`config.mk`:
```
export PLATFORM = sky130hd
export DESIGN_NAME = vga_sync_receiver
export DESIGN_NICKNAME = d
export VERILOG_FILES = /design/src/rtl/vga_timing_pkg.sv /design/src/rtl/sync_fall_detect.sv /design/src/rtl/vga_sync_receiver.sv
export SDC_FILE = /design/constraint.sdc
export NUM_CORES = 1
export LEC_CHECK = 0
export CAP_MARGIN = 20
export CORE_MARGIN = 3
export CORE_UTILIZATION = 40
export CTS_BUF_LIST = sky130_fd_sc_hd__clkbuf_8
export DETAILED_ROUTE_END_ITERATION = 8
export PLACE_DENSITY = 0.56
export SYNTH_ARGS = -nofsm -noshare
export SYNTH_HDL_FRONTEND = slang
export SYNTH_HIERARCHICAL = 1
export SYNTH_SLANG_ARGS = --single-unit
```
`constraint.sdc`:
```
create_clock -name clk -period 2.22 [get_ports clk]
set_clock_uncertainty 0.1 [all_clocks]
set_input_delay 0.333 -clock clk [delete_from_list [all_inputs] [get_ports clk]]
set_output_delay 0.333 -clock clk [all_outputs]
set_load 0.03 [all_outputs]
```
`src/rtl/vga_timing_pkg.sv`:
```
// Shared 640x480@60 timing defaults and receiver FSM state type for the VGA
// sync receiver.
package vga_timing_pkg;

    localparam int H_ACTIVE     = 640;
    localparam int H_FP         = 16;
    localparam int H_SYNC       = 96;
    localparam int H_BP         = 48;
    localparam int V_ACTIVE     = 480;
    localparam int V_FP         = 10;
    localparam int V_SYNC       = 2;
    localparam int V_BP         = 33;
    localparam int LOCK_LINES   = 4;
    localparam int UNLOCK_LINES = 2;

    localparam int H_TOTAL = H_ACTIVE + H_FP + H_SYNC + H_BP;
    localparam int V_TOTAL = V_ACTIVE + V_FP + V_SYNC + V_BP;

    // Active window measured from the sync falling edge (sync comes first in a line).
    localparam int H_ACT_START = H_SYNC + H_BP;
    localparam int H_ACT_END   = H_SYNC + H_BP + H_ACTIVE - 1;
    localparam int V_ACT_START = V_SYNC + V_BP;
    localparam int V_ACT_END   = V_SYNC + V_BP + V_ACTIVE - 1;

    typedef enum logic [1:0] {
        SEARCH  = 2'd0,
        ACQUIRE = 2'd1,
        LOCKED  = 2'd2
    } sync_state_e;

endpackage

```
`src/rtl/sync_fall_detect.sv`:
```
// Two-flop synchroniser for an asynchronous level, followed by a falling-edge
// detector built only from registered values.
module sync_fall_detect (
    input  logic clk,
    input  logic rst_n,
    input  logic async_in,
    output logic fall
);

    logic meta_r;
    logic sync_r;
    logic prev_r;

    // Synchroniser chain plus one-cycle history of the synchronised level.
    always_ff @(posedge clk or negedge rst_n) begin
        if (!rst_n) begin
            meta_r <= 1'b0;
            sync_r <= 1'b0;
            prev_r <= 1'b0;
        end else begin
            meta_r <= async_in;
            sync_r <= meta_r;
            prev_r <= sync_r;
        end
    end

    // Registers reset low, so a line held low through reset never fakes an edge.
    assign fall = prev_r & ~sync_r;

endmodule

```
`src/rtl/vga_sync_receiver.sv`:
```
// VGA sync receiver: recovers pixel coordinates and data-enable from raw
// active-low hsync/vsync and tracks line-period lock.
module vga_sync_receiver #(
    parameter int H_ACTIVE     = vga_timing_pkg::H_ACTIVE,
    parameter int H_FP         = vga_timing_pkg::H_FP,
    parameter int H_SYNC       = vga_timing_pkg::H_SYNC,
    parameter int H_BP         = vga_timing_pkg::H_BP,
    parameter int V_ACTIVE     = vga_timing_pkg::V_ACTIVE,
    parameter int V_FP         = vga_timing_pkg::V_FP,
    parameter int V_SYNC       = vga_timing_pkg::V_SYNC,
    parameter int V_BP         = vga_timing_pkg::V_BP,
    parameter int LOCK_LINES   = vga_timing_pkg::LOCK_LINES,
    parameter int UNLOCK_LINES = vga_timing_pkg::UNLOCK_LINES
) (
    input  logic       clk,
    input  logic       rst_n,
    input  logic       hsync,
    input  logic       vsync,
    output logic [9:0] pix_x,
    output logic [9:0] pix_y,
    output logic       de,
    output logic       line_start,
    output logic       frame_start,
    output logic       locked,
    output logic       h_err
);

    import vga_timing_pkg::*;

    localparam int H_TOTAL_L = H_ACTIVE + H_FP + H_SYNC + H_BP;
    localparam int V_TOTAL_L = V_ACTIVE + V_FP + V_SYNC + V_BP;

    localparam logic [9:0] CNT_MAX     = 10'd1023;
    localparam logic [9:0] H_LAST      = 10'(H_TOTAL_L - 1);
    localparam logic [9:0] H_START     = 10'(H_SYNC + H_BP);
    localparam logic [9:0] H_END       = 10'(H_SYNC + H_BP + H_ACTIVE - 1);
    localparam logic [9:0] V_START     = 10'(V_SYNC + V_BP);
    localparam logic [9:0] V_END       = 10'(V_SYNC + V_BP + V_ACTIVE - 1);
    localparam logic [3:0] LOCK_LAST   = 4'(LOCK_LINES - 1);
    localparam logic [3:0] UNLOCK_LAST = 4'(UNLOCK_LINES - 1);

    // The 1023 saturation value doubles as the timeout marker, so a real line must end below it.
    if (H_TOTAL_L > 1022 || V_TOTAL_L > 1023) begin : g_timing_too_large
        $error("vga_sync_receiver: H/V totals do not fit the 10-bit counters");
    end

    logic        h_fall_s;
    logic        v_fall_s;
    logic [9:0]  h_cnt_r;
    logic [9:0]  v_cnt_r;
    logic        vs_pend_r;
    sync_state_e state_r;
    sync_state_e state_s;
    logic [3:0]  good_cnt_r;
    logic [3:0]  good_cnt_s;
    logic [3:0]  bad_cnt_r;
    logic [3:0]  bad_cnt_s;
    logic        locked_r;
    logic        locked_s;
    logic        h_err_r;
    logic        h_err_s;
    logic        line_start_r;
    logic        frame_start_r;
    logic [9:0]  pix_x_r;
    logic [9:0]  pix_y_r;
    logic        de_r;
    logic        line_good_s;
    logic        timeout_s;
    logic        in_win_s;

    sync_fall_detect u_hsync_fall (
        .clk      (clk),
        .rst_n    (rst_n),
        .async_in (hsync),
        .fall     (h_fall_s)
    );

    sync_fall_detect u_vsync_fall (
        .clk      (clk),
        .rst_n    (rst_n),
        .async_in (vsync),
        .fall     (v_fall_s)
    );

    assign line_good_s = (h_cnt_r == H_LAST);
    // Timeout fires on the edge where h_cnt would step onto its saturation value.
    assign timeout_s   = !h_fall_s && (h_cnt_r == (CNT_MAX - 10'd1));
    assign in_win_s    = (h_cnt_r >= H_START) && (h_cnt_r <= H_END) &&
                         (v_cnt_r >= V_START) && (v_cnt_r <= V_END);

    // Horizontal position counter, restarted on every hsync edge.
    always_ff @(posedge clk or negedge rst_n) begin
        if (!rst_n) begin
            h_cnt_r      <= 10'd0;
            line_start_r <= 1'b0;
        end else begin
            line_start_r <= h_fall_s;
            if (h_fall_s) begin
                h_cnt_r <= 10'd0;
            end else if (h_cnt_r != CNT_MAX) begin
                h_cnt_r <= h_cnt_r + 10'd1;
            end else begin
                h_cnt_r <= h_cnt_r;
            end
        end
    end

    // Vertical line counter; a vsync edge is held pending until the next line start.
    always_ff @(posedge clk or negedge rst_n) begin
        if (!rst_n) begin
            v_cnt_r       <= 10'd0;
            vs_pend_r     <= 1'b0;
            frame_start_r <= 1'b0;
        end else if (h_fall_s) begin
            if (vs_pend_r || v_fall_s) begin
                v_cnt_r       <= 10'd0;
                vs_pend_r     <= 1'b0;
                frame_start_r <= 1'b1;
            end else begin
                v_cnt_r       <= (v_cnt_r == CNT_MAX) ? CNT_MAX : (v_cnt_r + 10'd1);
                vs_pend_r     <= 1'b0;
                frame_start_r <= 1'b0;
            end
        end else begin
            v_cnt_r       <= v_cnt_r;
            vs_pend_r     <= vs_pend_r | v_fall_s;
            frame_start_r <= 1'b0;
        end
    end

    // Lock FSM state and line-quality counters.
    always_ff @(posedge clk or negedge rst_n) begin
        if (!rst_n) begin
            state_r    <= SEARCH;
            good_cnt_r <= 4'd0;
            bad_cnt_r  <= 4'd0;
            locked_r   <= 1'b0;
            h_err_r    <= 1'b0;
        end else begin
            state_r    <= state_s;
            good_cnt_r <= good_cnt_s;
            bad_cnt_r  <= bad_cnt_s;
            locked_r   <= locked_s;
            h_err_r    <= h_err_s;
        end
    end

    // Lock FSM next-state: period check on every hsync edge, timeout drops to SEARCH.
    always_comb begin
        state_s    = state_r;
        good_cnt_s = good_cnt_r;
        bad_cnt_s  = bad_cnt_r;
        h_err_s    = 1'b0;
        case (state_r)
            SEARCH: begin
                if (h_fall_s) begin
                    good_cnt_s = 4'd0;
                    bad_cnt_s  = 4'd0;
                    state_s    = ACQUIRE;
                end else begin
                    state_s = SEARCH;
                end
            end
            ACQUIRE: begin
                if (timeout_s) begin
                    h_err_s    = 1'b1;
                    good_cnt_s = 4'd0;
                    state_s    = SEARCH;
                end else if (h_fall_s) begin
                    if (line_good_s) begin
                        good_cnt_s = good_cnt_r + 4'd1;
                        if (good_cnt_r == LOCK_LAST) begin
                            bad_cnt_s = 4'd0;
                            state_s   = LOCKED;
                        end else begin
                            state_s = ACQUIRE;
                        end
                    end else begin
                        h_err_s    = 1'b1;
                        good_cnt_s = 4'd0;
                    end
                end else begin
                    state_s = ACQUIRE;
                end
            end
            LOCKED: begin
                if (timeout_s) begin
                    h_err_s    = 1'b1;
                    good_cnt_s = 4'd0;
                    bad_cnt_s  = 4'd0;
                    state_s    = SEARCH;
                end else if (h_fall_s) begin
                    if (line_good_s) begin
                        bad_cnt_s = 4'd0;
                    end else begin
                        h_err_s = 1'b1;
                        if (bad_cnt_r == UNLOCK_LAST) begin
                            bad_cnt_s  = 4'd0;
                            good_cnt_s = 4'd0;
                            state_s    = ACQUIRE;
                        end else begin
                            bad_cnt_s = bad_cnt_r + 4'd1;
                        end
                    end
                end else begin
                    state_s = LOCKED;
                end
            end
            default: begin
                good_cnt_s = 4'd0;
                bad_cnt_s  = 4'd0;
                state_s    = SEARCH;
            end
        endcase
        locked_s = (state_s == LOCKED);
    end

    // Output stage: coordinates and data-enable lag the counters by one clock.
    always_ff @(posedge clk or negedge rst_n) begin
        if (!rst_n) begin
            pix_x_r <= 10'd0;
            pix_y_r <= 10'd0;
            de_r    <= 1'b0;
        end else if (in_win_s) begin
            pix_x_r <= h_cnt_r - H_START;
            pix_y_r <= v_cnt_r - V_START;
            de_r    <= locked_r;
        end else begin
            pix_x_r <= 10'd0;
            pix_y_r <= 10'd0;
            de_r    <= 1'b0;
        end
    end

    assign pix_x       = pix_x_r;
    assign pix_y       = pix_y_r;
    assign de          = de_r;
    assign line_start  = line_start_r;
    assign frame_start = frame_start_r;
    assign locked      = locked_r;
    assign h_err       = h_err_r;

endmodule

```
==> reports/results.ini, run 1 <==
[status]
status = completed

[global_routing]
track_usage_pct = 15.4
grt_remaining_overflow = 0
antenna_found_initial = 0
grt_pass1_vias = 2214
grt_pass1_wl_mm = 10.7
grt_max_degree = 63

[die]
row_count = 32
dieArea_um2 = 9130
start_util_pct = 41.3
fp.dieW_um = 95.5
fp.dieH_um = 95.5
design.core.area_um2 = 7770
num_io_pins = 29

[pwr]
pwr-share-comb_pct = 16.2
p_seq_share_pct = 44.7
powerDensity_nw_per_um2 = 725
p_total_w = 0.00284
p_int_w = 0.00205
ir_drop_v = 0.000309
p_sw_w = 0.000790
switching_share_pct = 27.8
cellLeakagePower_nw = 1.76
clkPwrFrac_pct = 39.1

[logic_synthesis]
ys_seq_elements = 62
avgSynthCellArea_um2 = 9.93
yosysTopAreaCellShare_pct = 48.4
yosysTopAreaCell = dfrtp_1
synth-main-ff-cell = dfrtp_1
syn-instance-count = 323
yosys.cell_count.top_type = dfrtp_1
synth_fp_nets = 342
async_flop_share_pct = 100
synth_area_um2 = 3210
synth_warnings = 6
ys_seq_area_share_pct = 48.4
ys_top_cells_by_count = dfrtp_1, nor2_1, nand2_1
synthTopCellsByArea = dfrtp_1, ha_1, nor2_1
synthDistinctLibCells = 60
synth_enable_flop_cells = 0

[cts]
cts_num_sinks = 62
cts_tree = yes
clockBufferDepth = 2
cts_buffers = 9
clk_latency_ns = 0.35
htreeDepth = 3
cts_root_buf = clkbuf_8
path_clk_slew_ns = 0.07

[sta]
finalCritPeriodShare_pct = 93.8
setup_violations = 0
period_needed_ns = 2.08
slew_violations = 0
finalHoldWorstSlack_ns = 0.243
hold_viol = 0
worst_pin_slew_ns = 0.513
slew_headroom_pct = 65.5
fmax_mhz = 480
finalSetupTns_ns = 0
rsz0062_at_grt = no

[final_layout]
n_antenna_cell = 0
nets = 382
drive_above_1_share_pct = 14.7
area_growth_pct = 22.0
fin_util_pct = 50.4

[setup_path]
crit_type = flip-flop to flip-flop
crit_arrival_ns = 2.21
crit_path_start_kind = flip-flop
end_kind = flip-flop
cp_max_fo = 7
path_buf_inv = 2
crit_chain = inv_1, ha_2, and4bb_4, a21oi_4, a221oi_4, buf_4, nor4b_1, a21o_1
critPathRequiredTime_ns = 2.35
cp_top_family = compound AO/OA/AOI/OAI gates
critPathSlowestCell = dfrtp_1
slowest_delay_ns = 0.43

[placement]
gp_congestion = 0.877
io_buffer_count = 28
dp_hpwl_mm = 4.29

[drt]
drc_errors = 0
ant_nets = 0
routed_via_density = 5.07
drt-wirelength-per-cell_um = 13.3
firstDrtPassIters = 4
vias = 2385
drtIter0Drc = 150
drt-total-wl_mm = 6.26

[run]
cap_violations = 0

[hold_path]
hold_path.class = flip-flop to flip-flop

[registers in the layout, summed over array words and instances (netlist names), 2 cells and up]
name        count
v_cnt_r        10
h_cnt_r        10
pix_y          10
bad_cnt_r       4
state_r         2
good_cnt_r      4
pix_x          10
[power groups by stage]
stage / clock, W / combinational [W] / sequential [W]
detailed placement: 0 / 0.000436 / 0.00129
global route: 0.00121 / 0.000523 / 0.00128
CTS: 0.00114 / 0.000440 / 0.00127
global placement: 0 / 0.000431 / 0.00129
floorplan: 0 / 0.000330 / 0.00126
finish: 0.00111 / 0.000459 / 0.00127
[worst register-to-register path: stages (launching register included)]
cell and delay, ns:
dfrtp_1 0.43, inv_1 0.14, ha_2 0.25, and4bb_4 0.28
a21oi_4 0.08, a221oi_4 0.31, buf_4 0.18, nor4b_1 0.05
a21o_1 0.15
[placed cells by master, fill, tap and decap left out, drive strengths merged, types with 3 or more instances in the layout]
cell	Yosys	routed
nor2b	4	4
o21ai	21	21
nand2	26	26
xnor2	11	11
a22o	5	5
a21o	6	6
clkbuf	5	10
o2bb2ai	3	3
inv	16	17
clkdlybuf4s50	0	27
ha	15	15
and3	7	7
buf	14	20
a21oi	13	13
nor3	13	13
clkinv	0	3
nand2b	5	5
nand3	13	13
dfrtp	62	62
nor2	42	42
[layout make-up]
type	count	area, µm²
fill	728	3850
clock inverter	6	83.8
sequential	62	1550
tap	102	128
timing repair buffer	48	453
inverter	16	60.1
clock buffer	10	138
multi-input combinational	226	1500
[worst paths after layout]
kind	start	end	slack [ns]	cells after the start
min reg2reg	u_vsync_fall/meta_r	u_vsync_fall/sync_r	0.24	0
min	u_vsync_fall/meta_r	u_vsync_fall/sync_r	0.24	0
max reg2reg	h_cnt_r[5]	good_cnt_r[2]	0.14	8
max in group asynchronous	rst_n	good_cnt_r[2]	1.29	3
max	h_cnt_r[5]	good_cnt_r[2]	0.14	8
min in group asynchronous	rst_n	pix_y[2]	0.42	3
[layer usage]
layer | track usage [%] | vias to the layer above | part of all wire [%]
li1 | - | 1192 | -
met5 | 0 | - | 0
met2 | 21.9 | 47 | 45
met1 | 21.2 | 1137 | 49
met4 | 5.57 | 0 | 1.7
met3 | 5.92 | 9 | 4.4
[through the flow]
stage	setup slack (ns)	instances	area [µm²]
CTS	0.0180	467	3880
global placement	0.165	450	3650
finish	0.138	470	3910
floorplan	0.284	323	3210
detailed placement	0.0596	450	3650
global route	0.00885	470	3910
[kinds of logic (layout without fill, tap and decap cells)]
kind of cell	Yosys count	count (layout)	synth area share, %
AOI/OAI and AO/OA	67	67	14.9
xor gates and xnor gates	13	13	3.55
adders and majority gates	15	15	5.85
buffers and inverters	35	80	5.19
DFF	62	62	48.4
muxes	2	2	0.663
and+or+nand+nor	129	129	21.5
[what timing repair did]
action | in CTS | in global routing
endpoints found under the hold margin | 62 | 0
gates resized for setup | 0 | 2
setup buffers | 0 | 3
hold buffers | 1 | 0
setup endpoints to repair | 0 | 6
Note: power is estimated with default switching activity, not from simulation.
==> inputs of run 2 (changes only) <==
--- a/config.mk
+++ b/config.mk
@@ -10,7 +10,8 @@
 export CORE_UTILIZATION = 40
 export CTS_BUF_LIST = sky130_fd_sc_hd__clkbuf_8
 export DETAILED_ROUTE_END_ITERATION = 8
-export PLACE_DENSITY = 0.56
+export PLACE_DENSITY = 0.68
+export SLEW_MARGIN = 10
 export SYNTH_ARGS = -nofsm -noshare
 export SYNTH_HDL_FRONTEND = slang
 export SYNTH_HIERARCHICAL = 1
==> reports/results.ini, run 2 (synthesis results as in run 1) <==
[final_layout]
layout_commonest_cell = dfrtp_1  ; unchanged
fillers = 726  ; was 728
drive_above_1_share_pct = 14.0  ; was 14.7%
area_growth_pct = 21.6  ; was 22.0%
final_cell_mix = dfrtp_1, nor2_1, clkdlybuf4s50_1  ; unchanged
nets = 379  ; was 382
n_antenna_cell = 0  ; unchanged
fin_util_pct = 50.2  ; was 50.4%

[cts]
cts_buffers = 9  ; unchanged
clk_latency_ns = 0.34  ; was 0.35 ns
cts_root_buf = clkbuf_8  ; unchanged
cts_num_sinks = 62  ; unchanged
cts_tree = yes  ; unchanged
clockBufferDepth = 2  ; unchanged
htreeDepth = 3  ; unchanged
path_clk_slew_ns = 0.07  ; about the same

[drt]
drt-total-wl_mm = 6.28  ; was 6.26 mm
detailroute.wirelength.met2_mm = 3.04  ; was 2.79 mm
drt-met1-wl_mm = 2.86  ; was 3.09 mm
drtIter0Drc = 74  ; was 150
top_layer_used = met4  ; unchanged
ant_nets = 0  ; unchanged
wl_met3_um = 236  ; was 274 µm
drt-wirelength-per-cell_um = 13.5  ; was 13.3 µm
firstDrtPassIters = 4  ; unchanged
vias = 2416  ; was 2385
drc_errors = 0  ; unchanged
routed_via_density = 5.17  ; was 5.07

[sta]
finalCritPeriodShare_pct = 96.3  ; was 93.8%
slew_headroom_pct = 73.5  ; was 65.5%
setup_violations = 0  ; unchanged
worst_pin_slew_ns = 0.394  ; was 0.513 ns
period_needed_ns = 2.14  ; was 2.08 ns
hold_viol = 0  ; unchanged
fmax_mhz = 468  ; was 480 MHz
slew_violations = 0  ; unchanged

[die]
num_io_pins = 29  ; unchanged
design.core.area_um2 = 7770  ; unchanged
start_util_pct = 41.3  ; unchanged
dieArea_um2 = 9130  ; unchanged
fp.dieW_um = 95.5  ; unchanged
row_count = 32  ; unchanged
fp.dieH_um = 95.5  ; unchanged

[pwr]
clkPwrFrac_pct = 38.1  ; was 39.1%
switching_share_pct = 27.6  ; was 27.8%
pwr-share-comb_pct = 16.6  ; was 16.2%
ir_drop_v = 0.000274  ; was 0.000309 V
p_sw_w = 0.000775  ; was 0.000790 W
cellLeakagePower_nw = 1.76  ; about the same
p_total_w = 0.00281  ; was 0.00284 W
powerDensity_nw_per_um2 = 720  ; was 725 nW/µm²
p_int_w = 0.00203  ; was 0.00205 W
p_seq_share_pct = 45.3  ; was 44.7%

[hold_path]
hold_path.class = flip-flop to flip-flop  ; unchanged
hold_start = u_hsync_fall/meta_r  ; was u_vsync_fall/meta_r

[global_routing]
antenna_found_initial = 0  ; unchanged
track_usage_pct = 14.8  ; was 15.4%
grt_pass1_vias = 2230  ; was 2214
grt_pass1_wl_mm = 10.5  ; was 10.7 mm
grt_max_degree = 63  ; unchanged
grt_remaining_overflow = 0  ; unchanged

[placement]
io_buffer_count = 28  ; unchanged
dp_hpwl_mm = 4.38  ; was 4.29 mm
gp_congestion = 0.903  ; was 0.877

[setup_path]
r2r_cells = 8  ; unchanged
crit_arrival_ns = 2.31  ; was 2.21 ns
timing.rr.start = h_cnt_r[0]  ; was h_cnt_r[5]
startpoint = h_cnt_r[0]  ; was h_cnt_r[5]
crit_end = bad_cnt_r[2]  ; was good_cnt_r[2]
timing.rr.end = bad_cnt_r[2]  ; was good_cnt_r[2]
crit_type = flip-flop to flip-flop  ; unchanged
cp_max_fo = 5  ; was 7
crit_path_start_kind = flip-flop  ; unchanged
reg2reg_slack_ns = 0.08  ; was 0.14 ns
end_kind = flip-flop  ; unchanged
critPathRequiredTime_ns = 2.39  ; was 2.35 ns

[status]
status = completed  ; unchanged

[run]
cap_violations = 0  ; unchanged

[run 2: worst min-delay path by stage]
| stage | endpoint | slack [ns] | cells after the start |
|---|---|---|---|
| after global routing | u_vsync_fall/sync_r | 0.27 | 0 |
| after global placement | u_hsync_fall/sync_r | 0.23 | 0 |
| final | u_hsync_fall/sync_r | 0.25 | 0 |
| after floorplan | bad_cnt_r[0] | -0.06 | 0 |
| after detailed placement | u_vsync_fall/sync_r | 0.23 | 0 |
| after CTS | u_hsync_fall/sync_r | 0.25 | 0 |
[run 2: power groups by stage]
stage	logic (W)	clock network, W	registers, W
floorplan	0.000330	0	0.00126
global placement	0.000422	0	0.00128
detailed placement	0.000440	0	0.00129
CTS	0.000443	0.00110	0.00126
global route	0.000523	0.00115	0.00128
finish	0.000466	0.00107	0.00127
[run 2: worst max-delay path: stages (launching register included)]
cell and delay, ns:
dfrtp_1 0.43, ha_1 0.28, nand3_2 0.14, nor4_4 0.05, buf_4 0.16, buf_4 0.13
or3_2 0.49, o21ai_1 0.16, o2bb2ai_1 0.12
[run 2: area by class of cell]
cell class	instances	area, µm²	area share, %
Clock buffer	10	138	3.53
Sequential cell	62	1550	39.8
Inverter	16	60.1	1.54
Timing Repair Buffer	45	430	11.0
Tap cell	102	128	3.27
Clock inverter	6	77.6	1.99
Multi-Input combinational cell	226	1510	38.8
[run 2: what timing repair did]
item,CTS,global route
hold endpoints to repair,62,0
hold buffers,1,0
buffers inserted,0,4
resized for setup,0,4
endpoints found under the setup margin,0,5
[run 2: routing by layer]
| layer | vias up | track usage, % |
|---|---|---|
| li1 | 1186 | - |
| met2 | 44 | 22.9 |
| met4 | 0 | 8.65 |
| met5 | - | 0 |
| met3 | 12 | 2.92 |
| met1 | 1174 | 19.0 |
[run 2: through the flow]
stage          hold slack (ns)  setup slack, ns  instances  setup TNS (ns)  cell area (µm²)
6_report                 0.248           0.0817        467               0             3900
5_1_grt                  0.269         -0.00566        467        -0.00993             3900
4_1_cts                  0.250           0.0868        463               0             3840
3_5_place_dp             0.235            0.115        446               0             3620
3_3_place_gp             0.231            0.178        446               0             3620
2_1_floorplan          -0.0626            0.284        323               0             3210
==> inputs of run 3 (changes only) <==
--- a/config.mk
+++ b/config.mk
@@ -7,10 +7,10 @@
 export LEC_CHECK = 0
 export CAP_MARGIN = 20
 export CORE_MARGIN = 3
-export CORE_UTILIZATION = 40
+export CORE_UTILIZATION = 50
 export CTS_BUF_LIST = sky130_fd_sc_hd__clkbuf_8
 export DETAILED_ROUTE_END_ITERATION = 8
-export PLACE_DENSITY = 0.68
+export PLACE_DENSITY = 0.8
 export SLEW_MARGIN = 10
 export SYNTH_ARGS = -nofsm -noshare
 export SYNTH_HDL_FRONTEND = slang
==> reports/results.ini, run 3 (synthesis results as in run 1) <==
[status]
status = completed  ; unchanged

[final_layout]
stdcell_count = 443  ; was 467
seqCellArea_um2 = 1550  ; unchanged
fillers = 469  ; was 726
final_cell_mix = dfrtp_1, nor2_1, clkdlybuf4s50_1  ; unchanged
fin_util_pct = 64.1  ; was 50.2%
drive_above_1_share_pct = 14.7  ; was 14.0%
n_antenna_cell = 0  ; unchanged
area_growth_pct = 21.1  ; was 21.6%
nets = 382  ; was 379
multiInputGateArea_um2 = 1510  ; about the same
layout_commonest_cell = dfrtp_1  ; unchanged

[die]
fp.dieH_um = 86.1  ; was 95.5 µm
fp.dieW_um = 86.1  ; was 95.5 µm
dieArea_um2 = 7410  ; was 9130 µm²
num_io_pins = 29  ; unchanged
design.core.area_um2 = 6060  ; was 7770 µm²
start_util_pct = 52.9  ; was 41.3%
row_count = 28  ; was 32

[setup_path]
crit_path_start_kind = flip-flop  ; unchanged
crit_type = flip-flop to flip-flop  ; unchanged
cp_max_fo = 6  ; was 5
reg2reg_slack_ns = 0.17  ; was 0.08 ns
critPathRequiredTime_ns = 2.38  ; was 2.39 ns
timing.rr.start = h_cnt_r[5]  ; was h_cnt_r[0]
r2r_cells = 7  ; was 8
crit_arrival_ns = 2.21  ; was 2.31 ns
startpoint = h_cnt_r[5]  ; was h_cnt_r[0]
end_kind = flip-flop  ; unchanged

[cts]
cts_root_buf = clkbuf_8  ; unchanged
cts_num_sinks = 62  ; unchanged
clk_latency_ns = 0.34  ; about the same
cts_buffers = 9  ; unchanged
path_clk_slew_ns = 0.07  ; about the same
htreeDepth = 3  ; unchanged
cts_setup_buffers = 0  ; unchanged
clockBufferDepth = 2  ; unchanged
cts_tree = yes  ; unchanged

[placement]
place_ws_ns = 0.0883  ; was 0.115 ns
dp_hpwl_mm = 4.41  ; was 4.38 mm
io_buffer_count = 28  ; unchanged
dp_cells = 426  ; was 446
gp_congestion = 0.929  ; was 0.903

[hold_path]
hold_path_depth = 0  ; unchanged
hold_path.class = flip-flop to flip-flop  ; unchanged
hold_start = u_vsync_fall/meta_r  ; was u_hsync_fall/meta_r

[global_routing]
grt_pass1_vias = 2337  ; was 2230
grt_remaining_overflow = 0  ; unchanged
antenna_found_initial = 0  ; unchanged
track_usage_pct = 18.3  ; was 14.8%
grt_pass1_wl_mm = 10.7  ; was 10.5 mm
grt_max_degree = 26  ; was 63

[pwr]
cellLeakagePower_nw = 1.77  ; was 1.76 nW
ir_drop_v = 0.000428  ; was 0.000274 V
powerDensity_nw_per_um2 = 739  ; was 720 nW/µm²

[sta]
slew_violations = 0  ; unchanged
setup_violations = 0  ; unchanged
rsz0062_at_grt = no
fin_ws_ns = 0.169  ; was 0.0817 ns
finalCritPeriodShare_pct = 92.4  ; was 96.3%
slew_headroom_pct = 63.3  ; was 73.5%
period_needed_ns = 2.05  ; was 2.14 ns
worst_pin_slew_ns = 0.551  ; was 0.394 ns
hold_viol = 0  ; unchanged
fmax_mhz = 488  ; was 468 MHz
finalSetupTns_ns = 0  ; unchanged

[run]
cap_violations = 0  ; unchanged

[drt]
vias = 2438  ; was 2416
firstDrtPassIters = 5  ; was 4
ant_nets = 0  ; unchanged
drt-wirelength-per-cell_um = 14.1  ; was 13.5 µm
routed_via_density = 5.50  ; was 5.17
drtIter0Drc = 196  ; was 74
drc_errors = 0  ; unchanged
drt-total-wl_mm = 6.23  ; was 6.28 mm

-- run 3: worst max-delay path: stages, from the launching register on --
cell and delay (ns):
dfrtp_1 0.42, inv_1 0.13, ha_2 0.24, and4bb_4 0.28, nand3_1 0.16, a211oi_4 0.35, nand2_1 0.14, mux2i_1 0.15
-- run 3: worst paths after layout --
| path | end |
|---|---|
| max | bad_cnt_r[0] |
| min | u_vsync_fall/sync_r |
| max reg2reg | bad_cnt_r[0] |
| min reg2reg | u_vsync_fall/sync_r |
| max in group asynchronous | u_vsync_fall/meta_r |
| min in group asynchronous | pix_y[6] |
-- run 3: repair_timing --
item / 4_1_cts / 5_1_grt
resized for setup: 0 / 3
hold buffers: 1 / 0
endpoints found under the setup margin: 0 / 4
endpoints found under the hold margin: 23 / 0
-- run 3: power breakdown --
part / total (W) / leakage (nW) / switching, W / internal [W]
registers: 0.00126 / 0.840 / 0.0000788 / 0.00119
logic: 0.000466 / 0.806 / 0.000269 / 0.000197
clock network: 0.00114 / 0.124 / 0.000423 / 0.000718
total: 0.00287 / 1.77 / 0.000771 / 0.00210
-- run 3: metal layers --
layer  up-vias  GRT usage, %  share of wire, %
met5         -             0                 0
met1      1175          24.3                48
li1       1194             -                 -
met2        58          28.1                46
met3        11          4.32               4.8
met4         0          8.49               1.7
-- run 3: metrics by stage --
stage / hold WS, ns / total power (W) / instance area, µm²
finish: 0.246 / 0.00287 / 3880
global route: 0.253 / 0.00301 / 3880
CTS: 0.249 / 0.00287 / 3870
detailed placement: 0.235 / 0.00172 / 3620
global placement: 0.233 / 0.00170 / 3620
floorplan: -0.0626 / 0.00159 / 3210
-- run 3: final cells by class --
type                            instances  area share, %
Sequential cell                        62           39.9
Timing Repair Buffer                   48           11.3
Multi-Input combinational cell        226           38.7
Tap cell                               75           2.42
Clock buffer                           12           4.25
Clock inverter                          4           1.77
Inverter                               16           1.55
